`config.mk`:
```
export PLATFORM = sky130hd
export DESIGN_NAME = armleocpu_simple2axi_converter
export DESIGN_NICKNAME = d
export VERILOG_FILES = /design/src/rtl/armleocpu_simple2axi_converter.sv
export SDC_FILE = /design/constraint.sdc
export NUM_CORES = 1
export LEC_CHECK = 0
export BUFFER_PORTS_ARGS = -buffer_cell sky130_fd_sc_hd__buf_2
export CAP_MARGIN = 20
export CORE_AREA = 4 4 116 118
export CTS_CLUSTER_DIAMETER = 150
export DETAILED_ROUTE_END_ITERATION = 12
export DIE_AREA = 0 0 120 122
export PLACE_DENSITY = 0.71
export SLEW_MARGIN = 20
export SYNTH_ARGS = -nofsm -noshare
export SYNTH_HDL_FRONTEND = slang
export SYNTH_SLANG_ARGS = --single-unit
export TNS_END_PERCENT = 30
```
`constraint.sdc`:
```
create_clock -name clk -period 1.8 [get_ports clk]
set_clock_uncertainty 0.2 [all_clocks]
set_input_delay 0.36 -clock clk [delete_from_list [all_inputs] [get_ports clk]]
set_output_delay 0.36 -clock clk [all_outputs]
set_load 0.02 [all_outputs]
```
`src/rtl/armleocpu_simple2axi_converter.sv`:
```
// Bridge from a single-outstanding simple request port to AXI4 single-beat transactions.
// Every transfer is one 32-bit INCR beat; all non-constant outputs are registered.
module armleocpu_simple2axi_converter #(
  parameter int unsigned ADDR_WIDTH     = 34,
  parameter int unsigned ID_WIDTH       = 4,
  parameter int unsigned TRANSACTION_ID = 0
) (
  input  logic                  clk,
  input  logic                  rst,

  input  logic [ADDR_WIDTH-1:0] address,
  input  logic                  write,
  input  logic                  read,
  input  logic [31:0]           write_data,
  input  logic [3:0]            write_byteenable,
  output logic                  done,
  output logic [31:0]           read_data,
  output logic [1:0]            response,

  output logic                  axi_awvalid,
  input  logic                  axi_awready,
  output logic [ID_WIDTH-1:0]   axi_awid,
  output logic [ADDR_WIDTH-1:0] axi_awaddr,
  output logic [7:0]            axi_awlen,
  output logic [2:0]            axi_awsize,
  output logic [1:0]            axi_awburst,

  output logic                  axi_wvalid,
  input  logic                  axi_wready,
  output logic [31:0]           axi_wdata,
  output logic [3:0]            axi_wstrb,
  output logic                  axi_wlast,

  input  logic                  axi_bvalid,
  output logic                  axi_bready,
  input  logic [1:0]            axi_bresp,
  input  logic [ID_WIDTH-1:0]   axi_bid,

  output logic                  axi_arvalid,
  input  logic                  axi_arready,
  output logic [ID_WIDTH-1:0]   axi_arid,
  output logic [ADDR_WIDTH-1:0] axi_araddr,
  output logic [7:0]            axi_arlen,
  output logic [2:0]            axi_arsize,
  output logic [1:0]            axi_arburst,

  input  logic                  axi_rvalid,
  output logic                  axi_rready,
  input  logic [31:0]           axi_rdata,
  input  logic [1:0]            axi_rresp,
  input  logic                  axi_rlast,
  input  logic [ID_WIDTH-1:0]   axi_rid
);

  localparam logic [2:0] STATE_IDLE            = 3'd0;
  localparam logic [2:0] STATE_WRITE_ADDR_DATA = 3'd1;
  localparam logic [2:0] STATE_WRITE_RESP      = 3'd2;
  localparam logic [2:0] STATE_READ_ADDR       = 3'd3;
  localparam logic [2:0] STATE_READ_RESP       = 3'd4;
  localparam logic [2:0] STATE_DONE            = 3'd5;

  localparam logic [1:0] RESP_SLVERR = 2'b10;

  logic [2:0]            state_q, state_d;
  logic [ADDR_WIDTH-1:0] addr_q, addr_d;
  logic [31:0]           wdata_q, wdata_d;
  logic [3:0]            wstrb_q, wstrb_d;
  logic                  awvalid_q, awvalid_d;
  logic                  wvalid_q, wvalid_d;
  logic                  bready_q, bready_d;
  logic                  arvalid_q, arvalid_d;
  logic                  rready_q, rready_d;
  logic                  done_q, done_d;
  logic [31:0]           read_data_q, read_data_d;
  logic [1:0]            response_q, response_d;

  // A channel counts as finished if it already handshook or handshakes at this edge.
  logic aw_finished, w_finished;
  assign aw_finished = !awvalid_q || axi_awready;
  assign w_finished  = !wvalid_q || axi_wready;

  always_comb begin
    state_d     = state_q;
    addr_d      = addr_q;
    wdata_d     = wdata_q;
    wstrb_d     = wstrb_q;
    awvalid_d   = awvalid_q;
    wvalid_d    = wvalid_q;
    bready_d    = bready_q;
    arvalid_d   = arvalid_q;
    rready_d    = rready_q;
    done_d      = 1'b0;
    read_data_d = read_data_q;
    response_d  = response_q;

    case (state_q)
      STATE_IDLE: begin
        if (write) begin
          addr_d    = address;
          wdata_d   = write_data;
          wstrb_d   = write_byteenable;
          awvalid_d = 1'b1;
          wvalid_d  = 1'b1;
          state_d   = STATE_WRITE_ADDR_DATA;
        end else if (read) begin
          addr_d    = address;
          arvalid_d = 1'b1;
          state_d   = STATE_READ_ADDR;
        end
      end
      STATE_WRITE_ADDR_DATA: begin
        if (awvalid_q && axi_awready) begin
          awvalid_d = 1'b0;
        end
        if (wvalid_q && axi_wready) begin
          wvalid_d = 1'b0;
        end
        if (aw_finished && w_finished) begin
          bready_d = 1'b1;
          state_d  = STATE_WRITE_RESP;
        end
      end
      STATE_WRITE_RESP: begin
        if (axi_bvalid) begin
          response_d = axi_bresp;
          bready_d   = 1'b0;
          done_d     = 1'b1;
          state_d    = STATE_DONE;
        end
      end
      STATE_READ_ADDR: begin
        if (axi_arready) begin
          arvalid_d = 1'b0;
          rready_d  = 1'b1;
          state_d   = STATE_READ_RESP;
        end
      end
      STATE_READ_RESP: begin
        if (axi_rvalid) begin
          read_data_d = axi_rdata;
          // A multi-beat answer to a single-beat request is reported as a slave error.
          response_d  = axi_rlast ? axi_rresp : RESP_SLVERR;
          rready_d    = 1'b0;
          done_d      = 1'b1;
          state_d     = STATE_DONE;
        end
      end
      STATE_DONE: begin
        state_d = STATE_IDLE;
      end
      default: begin
        awvalid_d = 1'b0;
        wvalid_d  = 1'b0;
        bready_d  = 1'b0;
        arvalid_d = 1'b0;
        rready_d  = 1'b0;
        state_d   = STATE_IDLE;
      end
    endcase
  end

  always_ff @(posedge clk) begin
    if (rst) begin
      state_q     <= STATE_IDLE;
      addr_q      <= '0;
      wdata_q     <= '0;
      wstrb_q     <= '0;
      awvalid_q   <= 1'b0;
      wvalid_q    <= 1'b0;
      bready_q    <= 1'b0;
      arvalid_q   <= 1'b0;
      rready_q    <= 1'b0;
      done_q      <= 1'b0;
      read_data_q <= '0;
      response_q  <= '0;
    end else begin
      state_q     <= state_d;
      addr_q      <= addr_d;
      wdata_q     <= wdata_d;
      wstrb_q     <= wstrb_d;
      awvalid_q   <= awvalid_d;
      wvalid_q    <= wvalid_d;
      bready_q    <= bready_d;
      arvalid_q   <= arvalid_d;
      rready_q    <= rready_d;
      done_q      <= done_d;
      read_data_q <= read_data_d;
      response_q  <= response_d;
    end
  end

  assign done      = done_q;
  assign read_data = read_data_q;
  assign response  = response_q;

  assign axi_awvalid = awvalid_q;
  assign axi_awid    = ID_WIDTH'(TRANSACTION_ID);
  assign axi_awaddr  = addr_q;
  assign axi_awlen   = 8'd0;
  assign axi_awsize  = 3'd2;
  assign axi_awburst = 2'b01;

  assign axi_wvalid = wvalid_q;
  assign axi_wdata  = wdata_q;
  assign axi_wstrb  = wstrb_q;
  assign axi_wlast  = 1'b1;

  assign axi_bready = bready_q;

  assign axi_arvalid = arvalid_q;
  assign axi_arid    = ID_WIDTH'(TRANSACTION_ID);
  assign axi_araddr  = addr_q;
  assign axi_arlen   = 8'd0;
  assign axi_arsize  = 3'd2;
  assign axi_arburst = 2'b01;

  assign axi_rready = rready_q;

  // Single outstanding transaction with a fixed ID, so returned IDs carry no information.
  logic unused_ids;
  assign unused_ids = ^{axi_bid, axi_rid};

endmodule

```
== Word-level counts from Yosys, hierarchy flattened ==
Cells that the tools add are included.
Cells by class
  reductions and logical operators: 24
  bitwise operators: 4
  equality and inequality tests: 15
  muxes and demuxes: 31
Operators by type and width (count)
  two-way mux 34 bit: 2
  two-way mux 3 bit: 6
  != test 2 bit (second input constant): 9
  OR reduction 4 bit: 4
  case mux 1 bit (3 select lines): 5
  case mux 3 bit (5 select lines): 1
  AND reduction 3 bit: 5
  two-way mux 1 bit: 12
  == test 3 x 2 -> 1 bit (second input constant): 2
  == test 3 bit (second input constant): 2
  two-way mux 2 bit: 3
  AND reduction 2 bit: 3
  AND reduction 5 bit: 1
  NOT 1 bit: 4
  case mux 2 bit (2 select lines): 1
  AND reduction 4 bit: 1
  nonzero test 2 bit: 2
  == test 3 x 1 -> 1 bit (second input constant): 1
  logical AND 1 bit: 3
  zero test 3 bit: 1
  != test 3 bit (second input constant): 1
  zero test 1 bit: 2
  logical OR 1 bit: 2
  case mux 1 bit (2 select lines): 1
Word-level totals
  output and inout port bits: 179
  word-level logic and storage cells: 86
  input port bits: 124
  register bits: 113

== Longest topological paths before layout ==
Gate-level depths: netlist (run 1).
  depth after elaboration: 5
  depth in mapped cells: 7
  gate-level depth less buffers: 4

== Worst setup path before layout (run 1) ==
No wires, ideal clock.
  path kind: register -> register
  from: reg awvalid_q, in the netlist axi_awvalid
  to: reg state_q[0]
  period minus slack after synthesis: 1.617 ns
  data required time: 1.485 ns
  stages on the path, launching flop included: 5
  setup slack: 0.183 ns
  library setup time: 0.115 ns
  arrival time: 1.302 ns
  path buffers: 0
  cells stage by stage: dfxtp_1 inv_1 o22a_1 mux2_2 a2111oi_0
Between the ends
  word-level cells in the longest chain between the ends: 5
Ends and longest elaborated chain
  start, declared: RTL line 68  | logic awvalid_q, awvalid_d;
  start signal, assigned: RTL line 181  | awvalid_q <= awvalid_d;
  zero test 1 bit: RTL line 79  | assign aw_finished = !awvalid_q || axi_awready;
  logical OR 1 bit: RTL line 79
  logical AND 1 bit: RTL line 118  | if (aw_finished && w_finished) begin
  != test 2 bit (no line)
  AND reduction 5 bit (no line)
  end signal, assigned: RTL line 177  | state_q <= state_d;
  end, declared: RTL line 64  | logic [2:0] state_q, state_d;
No other way between the ends.
A chain may end at the register's enable or synchronous reset.

== Final worst setup path (run 1) ==
  from: reg state_q[0]
  to: reg wdata_q[8], in the netlist axi_wdata[8]
Between the ends
  word-level cells in the longest chain between the ends: 2
Ends and longest elaborated chain
  zero test 3 bit: RTL line 96  | case (state_q)
  AND reduction 2 bit (no line)
  end signal, assigned: RTL line 179  | wdata_q <= wdata_d;
  end, declared: RTL line 66  | logic [31:0] wdata_q, wdata_d;
No other way between the ends.

==> results of run 1 <==
stage by stage:
stage               hold slack [ns]  area (um^2)  setup WS [ns]  utilization  total power [mW]
floorplan                    0.2642         4720         0.1834            -             4.870
global placement             0.2359         5734        0.09655       0.4600             5.572
detailed placement           0.2434         5734        0.06473       0.4600             5.602
CTS                        0.004552         7370        0.06089       0.5912             9.245
global route                0.01196         7388        0.01073       0.5927             9.668
finish                      0.02622         7388         0.1686       0.5927             9.196
worst paths after layout:
check                     from  cells after the start       endpoint  slack (ns)
setup / recovery    state_q[0]                      6   axi_wdata[8]        0.17
hold / removal      address[7]                      3  axi_araddr[7]        0.03
hold reg to reg   axi_wdata[0]                      2   axi_wdata[0]        0.25
setup reg to reg    state_q[0]                      6   axi_wdata[8]        0.17
per-layer routing:
metal	track usage	up-vias	routed length, um
met5	0	-	0
met3	0.07474	41	1344
li1	-	2439	-
met4	0.08876	0	399
met2	0.3569	255	7799
met1	0.2124	2221	5719
final cells by class:
class,instances,area share
repair buffers,378,0.3384
clock inverters,9,0.01761
multi-input cells,396,0.2393
well taps,172,0.02913
clock buffers,22,0.06554
inverters,7,0.003556
flip-flops and latches,113,0.3065
power groups by stage:
| stage | registers (mW) | logic [mW] | clock network, mW |
|---|---|---|---|
| 2_1_floorplan | 3.46 | 1.41 | 0 |
| 3_3_place_gp | 3.08 | 2.49 | 0 |
| 4_1_cts | 3.05 | 2.68 | 3.51 |
| 3_5_place_dp | 3.10 | 2.51 | 0 |
| 6_report | 3.06 | 2.69 | 3.44 |
| 5_1_grt | 3.10 | 2.91 | 3.65 |
worst register-to-register path, stage by stage (launching register included):
cell	delay [ns]
dfxtp_1	0.31
buf_4	0.17
nor3_4	0.18
and2_1	0.23
buf_12	0.19
nand2_1	0.10
a21oi_1	0.17
cell families after synthesis:
family / count (synthesis) / share of synthesized area
AND/OR/NAND/NOR: 235 / 0.2039
AO/OA/AOI/OAI: 125 / 0.1470
flip-flops: 113 / 0.4922
buffers and inverters: 113 / 0.1527
other: 2 / 0.001634
multiplexers: 1 / 0.002450
sequential cells by signal (all words and copies together) (netlist names), 2 cells and up:
name / count
axi_wdata: 32
read_data: 32
response: 2
axi_araddr: 34
state_q: 3
axi_wstrb: 4
repair_timing:
item,in CTS,in global routing
hold endpoints to repair,103,1
resized for setup,0,3
endpoints found under the setup margin,0,68
hold buffers,102,1
cell usage after synthesis:
master / count
nor2_1: 10
clkbuf_1: 22
a311oi_1: 1
o21ai_0: 5
a31oi_2: 1
nor3_2: 1
a21oi_1: 107
a22oi_1: 1
a211oi_1: 1
mux2_2: 1
conb_1: 2
and4bb_1: 1
nor3_1: 2
nor2b_1: 6
o21ai_1: 1
or2_2: 1
nand2_1: 208
o32a_1: 1
inv_1: 7
buf_4: 69
o22a_1: 1
nand3_1: 1
nor3b_2: 1
a311o_1: 1
o21ba_2: 1
a32oi_1: 1
a2111oi_0: 1
dfxtp_1: 113
and2_1: 4
buf_2: 15
a221oi_1: 2
==> flow_summary_export.csv, run 1 <==
group,metric,value,unit
status,status,"finished, final reports clean",
global_route,antenna_found_initial,0,
synth,avgSynthCellArea,7.802,um^2
final_layout,drive_above_1_share,0.3405,
place,dp_hpwl,9524,um
pwr,seqPwrFrac,0.333,
worst_setup_path,required,1.93,ns
die,die_y,122,um
synth,syn_area,0.004596,mm^2
worst_setup_path,worst-path-buf-inv,2,
routing,drc_errors,0,
clock_network,cts_sinks,113,
final_layout,regArea,0.002265,mm^2
final_layout,synthToLayoutAreaGrowth,60.77,%
routing,firstDrtPassIters,5,
global_route,grt_overflow,0,
final_layout,num_antenna_cells,0,
routing,wl,15260,um
synth,synth_area_leaders,"dfxtp_1, nand2_1, a21oi_1",
timing,maxSlewViolCount,0,
final_layout,layout_common_cells,"buf_2, nand2_1, dfxtp_1",
global_route,grt_pass1_vias,4755,
clock_network,worstSkewPairLatency,0.41,ns
timing,max_freq,613.0,MHz
worst_setup_path,crit_family,"simple AND/OR/NAND/NOR gates",
timing,hold_viol_final,0,
pwr,cell_internal_pwr,6.174,mW
place,io_buffers,259,
die,die-area,0.01464,mm^2
place,dpl.cell_count,963,
routing,ant_nets,0,
routing,avgViaCountPerCell,4.518,
timing,rsz0062_at_grt,"false",
synth,yosysTopAreaCell,"dfxtp_1",
routing,drt-initial-drc-count,170,
pwr,p_clk_frac,0.374,
pwr,p_sw,3.022,mW
run,maxCapViolCount,0,
die,fp-row-count,41,
clock_network,root_buffer,"clkbuf_16",
final_layout,final_cell_count_no_fill,1097,
timing,finalSetupTns,0,ns
timing,setup_violations,0,
synth,synth_cells,589,
place,gp_congestion,0.7679,
die,pin_count,303,
pwr,powerDensity,1245,mW/mm^2
final_layout,layout_commonest_cell,"buf_2",
global_route,grt_use_total,0.2007,
clock_network,htree_levels,4,
routing,vias,4956,
clock_network,cts_buffers,17,
worst_setup_path,critPathSlowestCell,"dfxtp_1",
synth,yosysSeqAreaShare,0.4922,
hold_path,hp-class,"in2reg",
pwr,switching_share,0.3286,
final_layout,n_fill_cell,1086,
worst_setup_path,critPathKind,"reg2reg",
routing,wl_per_cell,13.91,um
worst_setup_path,startpoint_type,"register",
clock_network,tritoncts,"done",
pwr,ir_drop,0.7638,mV
timing,period_share,0.9063,
synth,ys_ff_latch,113,
clock_network,clk_pin_slew,0.05,ns
synth,ys_types,31,
worst_setup_path,slowest_delay,0.31,ns
global_route,grt_max_degree,76,
timing,period_minus_slack,1.631,ns
synth,synth_top_area_frac,0.4922,
final_layout,multiInputGateArea,0.001768,mm^2
synth,yosys_warnings,0,
worst_setup_path,crit_chain,"buf_4 > nor3_4 > and2_1 > buf_12 > nand2_1 > a21oi_1",
pwr,pwr-share-comb,0.293,
worst_setup_path,cp_max_fo,30,
die,core,0.01247,mm^2
die,initial_core_util,0.3687,
global_route,grt_pass1_wl,23360,um
pwr,power.static_leakage,3.521,nW
worst_setup_path,cp-end-kind,"register",
clock_network,clockBufferDepth,2,
clock_network,cts_setup_buffers,0,
final_layout,nNetsFinal,1037,
die,die_w,120,um
worst_setup_path,cp.arrival,1.76,ns
Note: power is estimated with default switching activity, not from simulation.
==> run 2: changes to the inputs <==
- ABC_CLOCK_PERIOD_IN_PS: unset -> 1800
- REMOVE_ABC_BUFFERS: unset -> 1
==> flow_summary_export.csv, run 2 (same netlist as run 1, synthesis figures left out) <==
group,metric,value,unit
die,die_w,120,um
timing,period_share,0.9873,
timing,period_minus_slack,1.777,ns
worst_setup_path,crit_chain,"dlygate4sd3_1 > buf_2 > o22a_1 > mux2_2 > a2111oi_2",
pwr,pwr-share-comb,0.291,
final_layout,multiInputGateArea,0.001780,mm^2
hold_path,hp-start,"axi_rdata[9]",
worst_setup_path,critPathLaunch,"axi_wready",
clock_network,clk_pin_slew,0.05,ns
routing,wl,14160,um
clock_network,worstSkewPairLatency,0.40,ns
timing,finalSetupTns,0,ns
status,status,"finished, final reports clean",
routing,wl_per_cell,13.13,um
hold_path,hold_depth,3,
global_route,grt_pass1_wl,21640,um
final_layout,nNetsFinal,1017,
worst_setup_path,reg2reg_depth,6,
final_layout,regArea,0.002262,mm^2
clock_network,tritoncts,"done",
pwr,cell_internal_pwr,6.075,mW
timing,rsz0062_at_grt,"true",
clock_network,clockBufferDepth,2,
die,fp-row-count,41,
worst_setup_path,slowest_delay,0.56,ns
timing,maxSlewViolCount,0,
routing,drc_errors,0,
final_layout,drive_above_1_share,0.3433,
final_layout,n_fill_cell,1158,
routing,drt-initial-drc-count,177,
pwr,seqPwrFrac,0.339,
die,core,0.01247,mm^2
worst_setup_path,cp.arrival,1.86,ns
worst_setup_path,critPathKind,"in2reg",
timing,setup_violations,0,
pwr,ir_drop,0.6922,mV
routing,vias,4720,
pwr,p_clk_frac,0.370,
clock_network,root_buffer,"clkbuf_16",
worst_setup_path,reg2reg_from,"state_q[1]",
worst_setup_path,critPathSlowestCell,"dlygate4sd3_1",
global_route,grt_max_degree,49,
worst_setup_path,cp-end-kind,"register",
hold_path,hp-class,"in2reg",
die,die-area,0.01464,mm^2
pwr,switching_share,0.3294,
global_route,grt_pass1_vias,4470,
final_layout,layout_commonest_cell,"buf_2",
die,pin_count,303,
worst_setup_path,cp_max_fo,3,
global_route,antenna_found_initial,0,
routing,ant_nets,0,
pwr,p_sw,2.984,mW
final_layout,num_antenna_cells,0,
routing,avgViaCountPerCell,4.378,
worst_setup_path,required,1.89,ns
place,gp_congestion,0.7981,
pwr,powerDensity,1256,mW/mm^2
global_route,grt_overflow,0,
place,io_buffers,259,
clock_network,cts_setup_buffers,0,
timing,hold_viol_final,0,
routing,firstDrtPassIters,4,
worst_setup_path,startpoint_type,"input pin",
final_layout,synthToLayoutAreaGrowth,56.96,%
global_route,grt_use_total,0.1818,
die,die_y,122,um
final_layout,layout_common_cells,"buf_2, nand2_1, dfxtp_1",
clock_network,htree_levels,4,
clock_network,cts_sinks,113,
pwr,power.static_leakage,3.454,nW
pwr,total_power,9.059,mW
timing,max_freq,562.7,MHz
run,maxCapViolCount,0,
final_layout,largest_reg_flops,34,
clock_network,cts_buffers,17,
die,initial_core_util,0.3687,
place,dp_hpwl,9228,um
run 2: timing repair:
| action | in CTS | in global routing |
|---|---|---|
| hold buffers | 86 | 0 |
| resized for setup | 0 | 4 |
| setup endpoints to repair | 0 | 40 |
| endpoints found under the hold margin | 86 | 0 |
run 2: power groups by stage:
| stage | combinational (mW) | sequential (mW) | clock (mW) |
|---|---|---|---|
| final | 2.64 | 3.07 | 3.35 |
| after global placement | 2.46 | 3.09 | 0 |
| after detailed placement | 2.47 | 3.11 | 0 |
| after global routing | 2.86 | 3.12 | 3.55 |
| after CTS | 2.62 | 3.06 | 3.44 |
| after floorplan | 0.823 | 3.68 | 0 |
run 2: worst paths after layout:
kind                   end  slack, ns
min           read_data[9]       0.02
max reg2reg  read_data[27]       0.09
min reg2reg   read_data[7]       0.25
max             state_q[0]       0.02
run 2: area by class of cell:
cell class,instances,area share
tap,172,0.02984
timing repair buffer,358,0.3233
sequential,113,0.3136
multi-input combinational,396,0.2468
clock inverter,11,0.01891
clock buffer,21,0.06383
inverter,7,0.003643
run 2: worst max-delay path: cells and delay by family:
kind	cells	cell delay, ns
AO/OA/AOI/OAI	2	0.53
multiplexers	1	0.28
buffers and inverters	2	0.70
run 2: layer usage:
metal,part of all wire,wire [um],track usage,vias up
met2,0.52,7421,0.3358,155
met3,0.063,887,0.05153,8
met5,0,0,0,-
met1,0.41,5743,0.2029,2158
met4,0.0075,106,0.05369,0
li1,-,-,-,2399
run 2: metrics by stage:
step / utilization / worst slack (ns) / cell area, um^2 / hold slack [ns] / std cells
floorplan: - / -0.5958 / 4044 / 0.2291 / 516
global placement: 0.4602 / 0.1299 / 5737 / 0.2364 / 960
detailed placement: 0.4602 / 0.08804 / 5737 / 0.2406 / 960
CTS: 0.5771 / 0.009490 / 7194 / 0.000007827 / 1078
global route: 0.5786 / -0.01828 / 7213 / 0.005245 / 1078
finish: 0.5786 / 0.02295 / 7213 / 0.01689 / 1078
==> run 3: changes to the inputs <==
==> constraint.sdc (replaced) <==
create_clock -name clk -period 1.8 [get_ports clk]
set_clock_uncertainty 0.2 [all_clocks]
set_input_delay 0.27 -clock clk [delete_from_list [all_inputs] [get_ports clk]]
set_output_delay 0.27 -clock clk [all_outputs]
set_load 0.02 [all_outputs]
==> flow_summary_export.csv, run 3 (same netlist as run 1, synthesis figures left out) <==
group,metric,value,unit
final_layout,nNetsFinal,1038,
final_layout,layout_common_cells,"buf_2, nand2_1, dfxtp_1",
routing,wl,14560,um
timing,max_freq,584.0,MHz
clock_network,htree_levels,4,
worst_setup_path,cp.arrival,1.79,ns
final_layout,drive_above_1_share,0.3344,
die,die-area,0.01464,mm^2
timing,rsz0062_at_grt,"true",
global_route,grt_pass1_wl,22450,um
final_layout,final_core_utilization,0.5991,
final_layout,n_fill_cell,1106,
routing,drc_errors,0,
timing,setup_violations,0,
die,pin_count,303,
clock_network,worstSkewPairLatency,0.40,ns
clock_network,clockBufferDepth,2,
routing,ant_nets,0,
worst_setup_path,startpoint_type,"input pin",
timing,hold_viol_final,0,
routing,avgViaCountPerCell,4.490,
global_route,antenna_found_initial,0,
routing,vias,4934,
clock_network,root_buffer,"clkbuf_16",
clock_network,tritoncts,"done",
timing,maxSlewViolCount,0,
worst_setup_path,critPathSlowestCell,"dlygate4sd3_1",
place,post_dp_cell_area,0.005742,mm^2
routing,drt-initial-drc-count,200,
place,io_buffers,259,
final_layout,multiInputGateArea,0.001774,mm^2
clock_network,cts_buffers,17,
global_route,grt_use_total,0.1918,
final_layout,synthToLayoutAreaGrowth,62.51,%
worst_setup_path,crit_chain,"dlygate4sd3_1 > buf_2 > o22a_1 > mux2_2 > a2111oi_0",
die,fp-row-count,41,
timing,period_minus_slack,1.712,ns
worst_setup_path,cp-end-kind,"register",
clock_network,cts_sinks,113,
worst_setup_path,cp_max_fo,3,
pwr,ir_drop,0.7168,mV
worst_setup_path,critPathKind,"in2reg",
final_layout,num_antenna_cells,0,
worst_setup_path,slowest_delay,0.54,ns
routing,wl_per_cell,13.25,um
final_layout,post-route-cell-area,0.007468,mm^2
global_route,grt_max_degree,57,
final_layout,regArea,0.002262,mm^2
die,core,0.01247,mm^2
clock_network,clk_pin_slew,0.05,ns
die,initial_core_util,0.3687,
final_layout,largest_reg_flops,34,
status,status,"finished, final reports clean",
die,die_y,122,um
hold_path,hp-class,"in2reg",
timing,finalSetupTns,0,ns
run,maxCapViolCount,0,
place,gp_congestion,0.7580,
final_layout,layout_commonest_cell,"buf_2",
timing,period_share,0.9513,
routing,firstDrtPassIters,5,
pwr,powerDensity,1241,mW/mm^2
pwr,power.static_leakage,3.565,nW
pwr,total_power,9.268,mW
worst_setup_path,required,1.88,ns
global_route,grt_pass1_vias,4643,
die,die_w,120,um
global_route,grt_overflow,0,
place,dp_hpwl,9031,um
run 3: critical path, delay by kind of cell:
family                 cells  cell delay [ns]
muxes                      1             0.27
AOI/OAI and AO/OA          2             0.58
buffers and inverters      2             0.67
run 3: metal layers:
metal,share of wire,global-route usage
met5,0,0
met4,0.020,0.07874
met3,0.076,0.06825
met2,0.52,0.3449
met1,0.38,0.2042
run 3: final cells by class:
class | instances | area share
Inverter | 7 | 0.003518
Sequential cell | 113 | 0.3029
Timing Repair Buffer | 379 | 0.3429
Multi-Input combinational cell | 396 | 0.2376
Tap cell | 172 | 0.02882
Clock inverter | 11 | 0.02128
Clock buffer | 21 | 0.06299
run 3: final timing paths:
kind,cells past startpoint,slack (ns),to,start
worst max-delay path,5,0.09,state_q[0],axi_wready
worst min-delay path,3,0.04,state_q[0],axi_arready
worst max register to register,5,0.09,read_data[0],state_q[2]
worst min register to register,2,0.25,axi_wdata[3],axi_wdata[3]
run 3: metrics by stage:
| stage | worst slack (ns) | std cells | hold WS, ns |
|---|---|---|---|
| 2_1_floorplan | -0.5958 | 516 | 0.1391 |
| 3_3_place_gp | 0.1375 | 959 | 0.2373 |
| 3_5_place_dp | 0.1064 | 959 | 0.2434 |
| 4_1_cts | 0.08199 | 1099 | 0.01185 |
| 5_1_grt | -0.01385 | 1099 | 0.03156 |
| 6_report | 0.08766 | 1099 | 0.03595 |
run 3: what timing repair did:
action                     in CTS  in global routing
setup endpoints to repair       0                 37
hold endpoints to repair      109                  0
gates resized for setup         0                  3
hold buffers                  108                  0
setup buffers                   0                  0
run 3: where the power goes:
part / leakage (nW) / switching [mW] / internal (mW)
combinational: 2.33 / 1.63 / 1.03
clock: 0.316 / 1.12 / 2.41
sequential: 0.922 / 0.236 / 2.84
total: 3.57 / 2.99 / 6.28
